$ cat src/rtl/q_meter.sv
// Plant-side measurement responder: drives the requested current onto the DAC, waits for the
// settle time, then averages 2^AVG_LOG2 ADC Q samples and pulses ready with the result.
module q_meter #(
  parameter int unsigned WIDTH         = 10,
  parameter int unsigned SETTLE_CYCLES = 16,
  parameter int unsigned AVG_LOG2      = 2
) (
  input  logic             clk,
  input  logic             rst,
  input  logic [WIDTH-1:0] i_ref,
  input  logic             i_ref_valid,
  input  logic [WIDTH-1:0] sample,
  input  logic             sample_valid,
  output logic [WIDTH-1:0] dac_code,
  output logic [WIDTH-1:0] measured_q,
  output logic             ready,
  output logic             busy
);

  localparam int unsigned AccW = WIDTH + AVG_LOG2;
  localparam int unsigned CntW = AVG_LOG2 + 1;
  localparam logic [CntW-1:0] LastCnt    = CntW'((1 << AVG_LOG2) - 1);
  localparam logic [15:0]     SettleInit = 16'(SETTLE_CYCLES - 1);

  typedef enum logic [1:0] {StIdle, StSettle, StAccum} state_e;

  state_e           state_q;
  logic [15:0]      settle_q;
  logic [AccW-1:0]  acc_q;
  logic [CntW-1:0]  cnt_q;
  logic [WIDTH-1:0] dac_q;
  logic [WIDTH-1:0] meas_q;
  logic             ready_q;
  logic             busy_q;

  logic [AccW-1:0] acc_sum;
  assign acc_sum = acc_q + AccW'(sample);

  always_ff @(posedge clk or negedge rst) begin
    if (!rst) begin
      state_q  <= StIdle;
      settle_q <= '0;
      acc_q    <= '0;
      cnt_q    <= '0;
      dac_q    <= '0;
      meas_q   <= '0;
      ready_q  <= 1'b0;
      busy_q   <= 1'b0;
    end else begin
      ready_q <= 1'b0;
      // A new request wins in every state, including over a completing sample.
      if (i_ref_valid) begin
        dac_q    <= i_ref;
        settle_q <= SettleInit;
        acc_q    <= '0;
        cnt_q    <= '0;
        state_q  <= StSettle;
        busy_q   <= 1'b1;
      end else begin
        unique case (state_q)
          StIdle: begin
            busy_q <= 1'b0;
          end
          StSettle: begin
            if (settle_q == '0) begin
              acc_q   <= '0;
              cnt_q   <= '0;
              state_q <= StAccum;
            end else begin
              settle_q <= settle_q - 16'd1;
            end
          end
          StAccum: begin
            if (sample_valid) begin
              if (cnt_q == LastCnt) begin
                meas_q  <= WIDTH'(acc_sum >> AVG_LOG2);
                ready_q <= 1'b1;
                acc_q   <= '0;
                cnt_q   <= '0;
                state_q <= StIdle;
                busy_q  <= 1'b0;
              end else begin
                acc_q <= acc_sum;
                cnt_q <= cnt_q + CntW'(1);
              end
            end
          end
          default: begin
            state_q <= StIdle;
            busy_q  <= 1'b0;
          end
        endcase
      end
    end
  end

  assign dac_code   = dac_q;
  assign measured_q = meas_q;
  assign ready      = ready_q;
  assign busy       = busy_q;

endmodule

$ cat config.mk
export PLATFORM = sky130hd
export DESIGN_NAME = q_meter
export DESIGN_NICKNAME = d
export VERILOG_FILES = /design/src/rtl/q_meter.sv
export SDC_FILE = /design/constraint.sdc
export NUM_CORES = 1
export LEC_CHECK = 0
export CORE_ASPECT_RATIO = 1.25
export CORE_UTILIZATION = 25
export DETAILED_ROUTE_END_ITERATION = 7
export SLEW_MARGIN = 25
export SYNTH_ARGS = -nofsm -noshare
export SYNTH_HDL_FRONTEND = slang
export SYNTH_SLANG_ARGS = --single-unit
$ cat constraint.sdc
create_clock -name clk -period 4.8 [get_ports clk]
set_input_delay 0.96 -clock clk [delete_from_list [all_inputs] [get_ports clk]]
set_output_delay 0.96 -clock clk [all_outputs]
set_load 0.02 [all_outputs]
Word-level counts from Yosys, hierarchy flattened
Cells that the tools add are included.
- register bits after elaboration: 55
- bits in latches: 0
- memory bits (writable): 0
- bits in read-only memories: 0
- input port bits: 24
- output and inout bits: 22
- logic and storage cells: 56
- memories kept: 0
- add/sub/neg operators: 3
- $mul: 0
- div/mod/pow operators: 0
- magnitude comparators: 0
- equality and inequality tests: 9
- shift-type cells: 0
- mux-type cells: 26
- bitwise logic cells: 1
- reductions and logical operators: 9
- operator list (kind ; count):
    two-way mux 12 bit ; 4
    two-way mux 16 bit ; 3
    case mux 12 bit (2 select lines) ; 1
    zero test 16 bit ; 1
    subtractor 16 x 1 -> 16 bit, second input constant ; 1
    adder 12 x 10 -> 12 bit ; 1
    two-way mux 3 bit ; 4
    inequality test 3 bit, second input constant ; 3
    two-way mux 2 bit ; 4
    AND reduction 4 bit ; 2
    two-way mux 1 bit ; 7
    inequality test 2 bit, second input constant ; 3
    case mux 2 bit (3 select lines) ; 1
    case mux 3 bit (2 select lines) ; 1
    AND reduction 3 bit ; 2
    adder 3 x 1 -> 3 bit, second input constant ; 1
    == test 3 x 2 -> 1 bit, second input constant ; 1
    nonzero test 3 bit ; 1
    == test 2 x 1 -> 1 bit, second input constant ; 1
    == test 2 bit, second input constant ; 1
    zero test 2 bit ; 1
    case mux 1 bit (2 select lines) ; 1
    AND reduction 2 bit ; 1
    nonzero test 2 bit ; 1
    NOT 1 bit ; 1

Depth between registers and ports, before layout
Gate-level depths: netlist of the first run.
- word-level depth: 5
- mapped depth: 9
- depth with buffers taken out: 9

Worst setup path after synthesis of the first run
No wires, ideal clock.
- path type: input -> register
- from: input sample[0]
- to: register acc_q[10]
- setup time: 0.126 ns
- data arrival time: 2.430 ns
- data required time: 4.674 ns
- slack: 2.244 ns
- stages on the path: 9
- path buffers: 0
- cells stage by stage: ha_1 -> inv_1 -> fa_1 -> nor2b_1 -> o31a_1 -> o21ai_0 -> nand3_1 -> o21ai_0 -> a221o_1
- cells in the longest elaborated chain, start to end: 5
- ends and longest elaborated chain (item ; RTL line ; source):
    from (decl) ; 12 ; input logic [WIDTH-1:0] sample,
    adder 12 x 10 -> 12 bit ; 37 ; assign acc_sum = acc_q + AccW'(sample);
    two-way mux 12 bit ; 75 ; if (cnt_q == LastCnt) begin
    two-way mux 12 bit ; 74 ; if (sample_valid) begin
    case mux 12 bit (2 select lines) ; 60 ; unique case (state_q)
    two-way mux 12 bit ; 52 ; if (i_ref_valid) begin
    to (signal assigned) ; 83 ; acc_q <= acc_sum;
    to (decl) ; 29 ; logic [AccW-1:0] acc_q;
No other way between the ends. The select of a mux whose other input is x is not followed.
A chain may end at the register's enable or synchronous reset.

Worst setup path in the final report of the first run
- from: input i_ref_valid
- to: register meas_q[4] (netlist: measured_q[4])
- cells in the longest elaborated chain, start to end: 2
- ends and longest elaborated chain (item ; RTL line ; source):
    from (decl) ; 11 ; input logic i_ref_valid,
    NOT 1 bit (no source line) ; - ;
    AND reduction 4 bit (no source line) ; - ;
    to (signal assigned) ; 76 ; meas_q <= WIDTH'(acc_sum >> AVG_LOG2);
    to (decl) ; 32 ; logic [WIDTH-1:0] meas_q;
No other way between the ends.

==> flow_summary.toml, run 1 <==
[critical_path]
critPathLaunchType = "input pin"
timing.critical_path.required_ps = 4970
worstSetupPathType = "input pin to flip-flop"
timing.critical_path.slowest_cell_delay_ps = 480
slowest_stage = "sky130_fd_sc_hd__nand3_1"
worst_setup_path_end_kind = "flip-flop"
worstPathMaxFanout = 32
cp.buffers_inverters = 3
worst_ep_arrival_time_ps = 3240
worst_path_dominant_cell_family = "buffers and inverters"
path_cells = "clkdlybuf4s50_1 -> buf_4 -> nor3b_1 -> nand3_1 -> clkinv_1 -> mux2_2"

[synth]
postSynthNetCount = 321
synth_largest_type_area_fraction_pct = 47.78
yosys_warnings = 0
synth-edff-count = 0
synth.most_common_cell = "sky130_fd_sc_hd__dfrtp_1"
synth.ff_latch_count = 55
ys_seq_area_share_pct = 47.78
yosys-top-cells-count = "sky130_fd_sc_hd__dfrtp_1 (55), sky130_fd_sc_hd__nand2_1 (35), sky130_fd_sc_hd__nor2_1 (29)"
yosysTopAreaCell = "sky130_fd_sc_hd__dfrtp_1"
synth-main-ff-cell = "sky130_fd_sc_hd__dfrtp_1"
postSynth.asyncResetShare_pct = 100.0
netlist_instances = 283
mappedNetlistArea_um2 = 2880
synth.area.top_cells = "sky130_fd_sc_hd__dfrtp_1 (48%), sky130_fd_sc_hd__ha_1 (5.6%), sky130_fd_sc_hd__nand2_1 (4.6%)"
syn-mean-instance-area_um2 = 10.18
synth.distinct_cells = 48

[floorplanning]
initial_core_util_pct = 25.86
die_area_um2 = 11960
fp.dieW_um = 98.01
dieHeight_um = 122.0
floorplan.core_area_um2 = 11140
ioPinCount = 46
placementRows = 43

[timing]
timing_max_transition_violations_final = 0
setup-tns-final_ps = 0
achievable-frequency_mhz = 326.3
setup-violations-final = 0
fin_crit_sh_pct = 63.84
worst_pin_slew_ps = 889.4
min_period_ps = 3064
worst_hold_slack_ps = 488.5
report.final.hold_viol_count = 0
rsz0062_at_grt = "false"
maxSlewHeadroom_pct = 40.71
finClkSkew_ps = 5.749

[global_route]
grt_overflow = 0
antenna_found_initial = 0
grt_max_degree = 56
groute.usage.overall_pct = 10.85
first_global_vias = 2160
grt_pass1_wl_um = 10340

[place]
dpl.cell_count = 457
port-buffer-count = 45
place_area_um2 = 3475
dpl.hpwl_um = 4309
gpl.final_weighted_congestion = 0.8369

[pwr]
worst_voltage_drop_across_the_vdd_grid_v = 0.0001375
swShare_pct = 22.99
pwr_density_cell_nw_per_um2 = 258.2
total_leakage_power_uw = 0.001585
switching_power_uw = 214.4
total_power_uw = 932.7
power_report.internal_total_uw = 718.3
share_seq_of_total_power_pct = 51.4
share_clk_of_total_power_pct = 37.6
combinational_share_of_power_pct = 10.9

[detailed_routing]
ant_nets = 0
post_drt_via_cell_ratio = 4.701
route.vias.total = 2186
route.detailed.drc = 0
routed_wire_length_per_instance_um = 13.07
drt_pre_antenna_iters = 4
drt_iter0_markers = 128
routed_wl_um = 6076

[clock_tree]
clk_pin_slew_worst_paths_ps = 70
root_buffer = "sky130_fd_sc_hd__clkbuf_16"
cts.path.max_buffers = 2
hold_fix_buffers_at_cts = 0
cts_repair_resize_count = 0
cts_tree = "done"
post_cts_setup_repair_bufs = 0
numClockSinks = 55
htreeDepth = 2
worst_skew_pair.late_latency_ps = 290
cts_buffer_count = 5

[finish]
layout.nets = 367
area_overhead_of_the_layout_relative_to_synthesis_pct = 25.41
final_cell_count_no_fill = 465
antenna_cells = 0
final_layout_size_suffix_gt1_share_pct = 7.879
postLayoutCellArea_um2 = 3612

[job]
timing.max_cap.violations = 0

[worst_hold_path]
hold_wc_path_type = "flip-flop to flip-flop"

[outcome]
run_status = "finished, final reports clean"
## tightest hold or removal path, stage by stage, from the launching register on
cell and delay, ps:
sky130_fd_sc_hd__dfrtp_1 350, sky130_fd_sc_hd__nand2_1 50, sky130_fd_sc_hd__nand2_1 60
## metal layers
metal,part of all wire [%],GRT usage (%),vias up
li1,-,-,1079
met1,46,13.17,1055
met2,48,18.79,42
met3,4.0,2.123,10
met4,1.9,4.451,0
met5,0,0,-
## worst paths after layout
kind	from	slack (ps)	cells after the start	end
worst max-delay path	i_ref_valid	1740	6	measured_q[4]$_DFFE_PN0P_
worst min-delay path	measured_q[3]$_DFFE_PN0P_	490	2	measured_q[3]$_DFFE_PN0P_
worst max register to register	settle_q[13]$_DFFE_PN0P_	2540	6	acc_q[10]$_DFFE_PN0P_
worst min register to register	measured_q[3]$_DFFE_PN0P_	490	2	measured_q[3]$_DFFE_PN0P_
max in group asynchronous	rst	3530	2	settle_q[7]$_DFFE_PN0P_
min in group asynchronous	rst	780	2	acc_q[1]$_DFFE_PN0P_
## placed cells by master, fill, tap and decap left out, types with 2 or more instances in the layout
master / netlist / routed
sky130_fd_sc_hd__dfrtp_1: 55 / 55
sky130_fd_sc_hd__o22ai_1: 2 / 2
sky130_fd_sc_hd__inv_1: 6 / 6
sky130_fd_sc_hd__nand3_1: 10 / 10
sky130_fd_sc_hd__buf_4: 0 / 3
sky130_fd_sc_hd__and3_1: 2 / 2
sky130_fd_sc_hd__nand4b_1: 3 / 3
sky130_fd_sc_hd__mux2i_1: 3 / 3
sky130_fd_sc_hd__xnor2_1: 9 / 9
sky130_fd_sc_hd__a21oi_1: 10 / 10
sky130_fd_sc_hd__o21a_1: 4 / 4
sky130_fd_sc_hd__nand4_1: 2 / 2
sky130_fd_sc_hd__nor3_1: 2 / 2
sky130_fd_sc_hd__nor2b_1: 4 / 4
sky130_fd_sc_hd__clkbuf_16: 0 / 5
sky130_fd_sc_hd__o21ai_0: 16 / 16
sky130_fd_sc_hd__nor2_1: 29 / 29
sky130_fd_sc_hd__nor3b_1: 2 / 2
sky130_fd_sc_hd__or4_1: 2 / 2
sky130_fd_sc_hd__clkbuf_1: 6 / 2
sky130_fd_sc_hd__ha_1: 13 / 13
sky130_fd_sc_hd__nand2b_1: 8 / 8
sky130_fd_sc_hd__xor2_1: 15 / 15
sky130_fd_sc_hd__a21o_1: 4 / 4
sky130_fd_sc_hd__mux2_2: 11 / 11
sky130_fd_sc_hd__clkdlybuf4s50_1: 0 / 44
sky130_fd_sc_hd__nand2_1: 35 / 35
sky130_fd_sc_hd__a22o_1: 7 / 7
## sequential cells by signal (all words and copies together) (netlist names)
signal,count
acc_q,12
busy,1
cnt_q,3
dac_code,10
settle_q,16
ready,1
measured_q,10
state_q,2
## cell type report
| class | count | area, um2 |
|---|---|---|
| Sequential cell | 55 | 1376 |
| Tap cell | 135 | 168.9 |
| Multi-Input combinational cell | 212 | 1435 |
| Clock inverter | 1 | 5.005 |
| Inverter | 7 | 26.28 |
| Timing Repair Buffer | 48 | 467.9 |
| Fill cell | 1135 | 7525 |
| Clock buffer | 7 | 132.6 |
## power groups by stage
| stage | registers [uW] | logic (uW) | clock network (uW) |
|---|---|---|---|
| final | 480 | 102 | 351 |
| after global routing | 481 | 112 | 384 |
| after CTS | 480 | 104 | 366 |
| after detailed placement | 489 | 103 | 0 |
| after global placement | 489 | 102 | 0 |
| after floorplan | 499 | 37.0 | 0 |
## per-stage QoR
stage | util (%) | worst slack [ps]
5_1_grt | 32.43 | 1580
6_report | 32.43 | 1736
3_3_place_gp | 31.20 | 1582
3_5_place_dp | 31.20 | 1452
2_1_floorplan | - | 2244
4_1_cts | 32.43 | 1753
## logic make-up after synthesis
kind of cell	after synthesis	share of synthesized area, %
compound gates	52	11.82
xor+xnor	24	7.298
fa+ha+maj	14	6.342
buf+inv	16	2.389
flops	55	47.78
mux	14	5.343
simple gates	108	19.03
Power figures use the tool's default switching activity.
==> run 2, diff against run 1 <==
Clock period 4.8 ns to 3 ns, I/O delays scaled along.
==> flow_summary.toml, run 2 (same netlist as run 1, synthesis figures left out) <==
[outcome]
run_status = "finished, final reports clean"

[finish]
layout.nets = 371
largest_registers = "settle_q (16), acc_q (12)"
final_layout_size_suffix_gt1_share_pct = 9.281
final_cell_mix = "sky130_fd_sc_hd__dfrtp_1 (55), sky130_fd_sc_hd__clkdlybuf4s50_1 (44), sky130_fd_sc_hd__nand2_1 (35)"
antenna_cells = 0
largest_register_ffs = 16
final_common_cell = "sky130_fd_sc_hd__dfrtp_1"
max_flop_register = "settle_q"
area_overhead_of_the_layout_relative_to_synthesis_pct = 27.11
final_cell_count_no_fill = 469

[timing]
maxSlewHeadroom_pct = 37.45
min_period_ps = 2562
fin_crit_sh_pct = 85.39
achievable-frequency_mhz = 390.3
timing_max_transition_violations_final = 0
setup-tns-final_ps = 0
rsz0062_at_grt = "false"
report.final.hold_viol_count = 0
finClkSkew_ps = 8.438
worst_pin_slew_ps = 938.3
setup-violations-final = 0

[pwr]
worst_voltage_drop_across_the_vdd_grid_v = 0.0002777
total_leakage_power_uw = 0.001613
total_power_uw = 1541
pwr_density_cell_nw_per_um2 = 421.0

[critical_path]
rr_worst_depth = 6
worst_setup_slack_for_register_to_register_paths_ps = 750
timing.critical_path.required_ps = 3170
r2r_start = "settle_q[13]$_DFFE_PN0P_"
worst_ep_arrival_time_ps = 2730
critPathLaunchType = "input pin"
worst_setup_path_end_kind = "flip-flop"
worstSetupPathType = "input pin to flip-flop"
worstPathMaxFanout = 4
timing.rr.end = "acc_q[10]$_DFFE_PN0P_"

[clock_tree]
clk_pin_slew_worst_paths_ps = 70
cts_repair_resize_count = 0
htreeDepth = 2
worst_skew_pair.late_latency_ps = 290
root_buffer = "sky130_fd_sc_hd__clkbuf_16"
cts_buffer_count = 5
cts_tree = "done"
numClockSinks = 55
cts.path.max_buffers = 2
hold_fix_buffers_at_cts = 0
post_cts_setup_repair_bufs = 0

[place]
dpl.hpwl_um = 4393
port-buffer-count = 45
dpl.cell_count = 461
gpl.final_weighted_congestion = 0.8373

[floorplanning]
initial_core_util_pct = 25.86
fp.dieW_um = 98.01
die_area_um2 = 11960
dieHeight_um = 122.0
placementRows = 43
floorplan.core_area_um2 = 11140
ioPinCount = 46

[global_route]
first_global_vias = 2297
grt_max_degree = 56
gr-max-usage-layer = "met2"
antenna_found_initial = 0
grt_pass1_wl_um = 10710
gr-usage-met1_pct = 13.31
groute.layer.met3.usage_pct = 2.008
global_route.usage.met2_pct = 19.85
grt_overflow = 0
groute.usage.overall_pct = 11.24

[detailed_routing]
drt_pre_antenna_iters = 4
routed_wl_um = 6182
routed_wire_length_per_instance_um = 13.18
route.detailed.drc = 0
post_drt_via_cell_ratio = 4.695
ant_nets = 0
drt_iter0_markers = 97
route.vias.total = 2202

[worst_hold_path]
hold_wc_path_type = "input pin to asynchronous set/reset pin"

[job]
timing.max_cap.violations = 0
==> run 2: layer usage <==
| layer | vias up | routed length (um) |
|---|---|---|
| li1 | 1083 | - |
| met1 | 1069 | 2771 |
| met2 | 42 | 3059 |
| met3 | 8 | 231 |
| met4 | 0 | 119 |
| met5 | - | 0 |
==> run 2: where the power goes <==
group	internal (uW)	switching (uW)
clock network	356	255
registers	758	9.10
logic	81.7	81.5
total	1200	345
==> run 2: cell type report <==
class | instances | area [um2]
multi-input cells | 212 | 1435
repair buffers | 52 | 498.0
flip-flops and latches | 55 | 1376
fillers | 1139 | 7476
inverters | 7 | 26.28
well taps | 135 | 168.9
clock buffers | 8 | 156.4
==> run 2: critical path, cell delays in order <==
cell,delay [ps]
sky130_fd_sc_hd__clkdlybuf4s50_1,460
sky130_fd_sc_hd__ha_1,190
sky130_fd_sc_hd__inv_1,70
sky130_fd_sc_hd__fa_1,410
sky130_fd_sc_hd__nor2b_1,160
sky130_fd_sc_hd__o31a_1,210
sky130_fd_sc_hd__o21ai_0,180
sky130_fd_sc_hd__nand3_1,120
sky130_fd_sc_hd__o21ai_0,80
sky130_fd_sc_hd__a221o_1,260
==> run 2: per-stage QoR <==
step / area [um2] / hold WS, ps / setup WS, ps / util (%)
after floorplan: 2880 / 304.4 / 803.5 / -
after global placement: 3505 / 461.7 / 219.8 / 31.47
after detailed placement: 3505 / 477.3 / 138.9 / 31.47
after CTS: 3661 / 480.5 / 442.8 / 32.87
after global routing: 3661 / 517.0 / 274.5 / 32.87
final: 3661 / 444.0 / 438.2 / 32.87
==> run 2: how the worst max path moves through the flow <==
stage / from / endpoint / cells after the start
floorplan: sample[0] / acc_q[10]$_DFFE_PN0P_ / 9
detailed placement: sample[0] / acc_q[10]$_DFFE_PN0P_ / 10
global route: sample[0] / acc_q[10]$_DFFE_PN0P_ / 10
global placement: sample[0] / acc_q[10]$_DFFE_PN0P_ / 10
CTS: sample[0] / acc_q[10]$_DFFE_PN0P_ / 10
finish: sample[0] / acc_q[10]$_DFFE_PN0P_ / 10
==> run 3, diff against run 2 <==
Settings changed: CTS_CLUSTER_DIAMETER from default to 100, GPL_TIMING_DRIVEN from default to 0, PLACE_DENSITY from default to 0.41.
==> flow_summary.toml, run 3 (same netlist as run 1, synthesis figures left out) <==
[timing]
finClkSkew_ps = 6.282
achievable-frequency_mhz = 382.6
maxSlewHeadroom_pct = 59.60
timing_max_transition_violations_final = 0
worst_hold_slack_ps = 178.1
min_period_ps = 2614
fin_crit_sh_pct = 87.13
setup-violations-final = 0
report.final.hold_viol_count = 0
worst_pin_slew_ps = 606.0
rsz0062_at_grt = "false"

[place]
gpl.final_weighted_congestion = 0.7677
port-buffer-count = 45
dpl.hpwl_um = 5023

[clock_tree]
htreeDepth = 2
clk_pin_slew_worst_paths_ps = 80
root_buffer = "sky130_fd_sc_hd__clkbuf_16"
cts_tree = "done"
cts_repair_resize_count = 0
cts.path.max_buffers = 2
hold_fix_buffers_at_cts = 0
post_cts_setup_repair_bufs = 0
worst_skew_pair.late_latency_ps = 300
numClockSinks = 55
cts_buffer_count = 5

[outcome]
run_status = "complete, but fails checks"
failed_checks = "DRC"

[global_route]
grt_overflow = 0
grt_pass1_wl_um = 11380
grt_max_degree = 38
first_global_vias = 2296
antenna_found_initial = 0
groute.usage.overall_pct = 12.31

[pwr]
share_seq_of_total_power_pct = 49.9
combinational_share_of_power_pct = 10.9
share_clk_of_total_power_pct = 39.1
power_report.internal_total_uw = 1151
pwr_density_cell_nw_per_um2 = 419.2
switching_power_uw = 384.7
swShare_pct = 25.06
worst_voltage_drop_across_the_vdd_grid_v = 0.0002190
total_leakage_power_uw = 0.001595

[detailed_routing]
route.vias.total = 2197
post_drt_via_cell_ratio = 4.655
routed_wl_um = 6839
route.detailed.drc = 2
routed_wire_length_per_instance_um = 14.49
ant_nets = 0
drt_iter0_markers = 65
drt_pre_antenna_iters = 6

[critical_path]
cp.buffers_inverters = 2
worstSetupPathType = "input pin to flip-flop"
rr_worst_depth = 9
critPathLaunchType = "input pin"
worst_ep_arrival_time_ps = 2830
worst_path_dominant_cell_family = "buffers and inverters"
worst_setup_slack_for_register_to_register_paths_ps = 810
slowest_stage = "sky130_fd_sc_hd__clkdlybuf4s50_1"
timing.critical_path.required_ps = 3220
timing.rr.end = "acc_q[10]$_DFFE_PN0P_"
path_cells = "clkdlybuf4s50_1 -> nor3b_1 -> and3_1 -> clkbuf_1 -> a41oi_1 -> a31oi_1"
r2r_start = "acc_q[0]$_DFFE_PN0P_"
worst_setup_path_end_kind = "flip-flop"
timing.critical_path.slowest_cell_delay_ps = 540
worstPathMaxFanout = 10

[finish]
final_common_cell = "sky130_fd_sc_hd__dfrtp_1"
postLayoutCoreUtil_pct = 32.88
layout.nets = 374
final_layout_size_suffix_gt1_share_pct = 8.309
final_cell_mix = "sky130_fd_sc_hd__dfrtp_1 (55), sky130_fd_sc_hd__clkdlybuf4s50_1 (44), sky130_fd_sc_hd__nand2_1 (35)"
antenna_cells = 0
max_flop_register = "settle_q"
area_overhead_of_the_layout_relative_to_synthesis_pct = 27.15
largest_registers = "settle_q (16), acc_q (12)"
largest_register_ffs = 16

[floorplanning]
floorplan.core_area_um2 = 11140
fp.dieW_um = 98.01
placementRows = 43
die_area_um2 = 11960
initial_core_util_pct = 25.86
ioPinCount = 46
dieHeight_um = 122.0

[job]
timing.max_cap.violations = 0

[worst_hold_path]
hold_wc_path_type = "input pin to asynchronous set/reset pin"
[run 3: changes by cell type in the layout (fill, tap and decap cells not counted), moves of 2 or more]
cell                         change
sky130_fd_sc_hd__buf_4           -6
sky130_fd_sc_hd__clkbuf_1        +5
sky130_fd_sc_hd__clkbuf_8        -2
sky130_fd_sc_hd__clkinvlp_4      +2
[run 3: power groups by stage]
stage	registers, uW	clock network, uW	logic (uW)
2_1_floorplan	798	0	59.2
3_3_place_gp	782	0	169
3_5_place_dp	781	0	172
4_1_cts	767	626	173
5_1_grt	769	653	186
6_report	766	601	168
[run 3: stage by stage]
stage / cell area (um2) / setup TNS (ps) / setup slack (ps) / std cells / power, uW
after floorplan: 2880 / 0 / 803.5 / 283 / 857.5
after global placement: 3500 / -35930 / -658.9 / 463 / 950.9
after detailed placement: 3517 / 0 / 69.36 / 464 / 953.9
after CTS: 3662 / 0 / 385.0 / 472 / 1565
after global routing: 3662 / 0 / 161.5 / 472 / 1608
final: 3662 / 0 / 386.1 / 472 / 1535
[run 3: worst max path at each step]
| stage | endpoint | slack [ps] | depth (start not counted) | start |
|---|---|---|---|---|
| after floorplan | acc_q[10]$_DFFE_PN0P_ | 800 | 9 | sample[0] |
| after global placement | settle_q[10]$_DFFE_PN0P_ | -660 | 1 | rst |
| after detailed placement | acc_q[10]$_DFFE_PN0P_ | 70 | 10 | sample[0] |
| after CTS | acc_q[11]$_DFFE_PN0P_ | 380 | 6 | i_ref_valid |
| after global routing | acc_q[11]$_DFFE_PN0P_ | 160 | 6 | i_ref_valid |
| final | acc_q[11]$_DFFE_PN0P_ | 390 | 6 | i_ref_valid |
[run 3: cell type report]
type	count	area, um2
buffer	9	42.54
fill	1164	7475
tap	135	168.9
multi-input combinational	212	1435
clock inverter	3	20.02
sequential	55	1376
inverter	7	26.28
timing repair buffer	46	467.9
clock buffer	5	125.1
[run 3: routing by layer]
metal	up-vias	share of wire (%)	wire length, um	track usage (%)
li1	1090	-	-	-
met4	0	1.7	116	4.261
met2	32	51	3480	23.11
met5	-	0	0	0
met1	1065	44	3030	13.99
met3	10	3.1	211	2.065
[run 3: worst reg2reg max path, cell delays in order, from the launching register on]
cell and delay (ps):
sky130_fd_sc_hd__dfrtp_1 360, sky130_fd_sc_hd__ha_1 200, sky130_fd_sc_hd__inv_1 60, sky130_fd_sc_hd__fa_1 400, sky130_fd_sc_hd__nor2b_1 190, sky130_fd_sc_hd__o31a_1 230
sky130_fd_sc_hd__o21ai_0 180, sky130_fd_sc_hd__nand3_1 120, sky130_fd_sc_hd__o21ai_0 80, sky130_fd_sc_hd__a221o_1 270
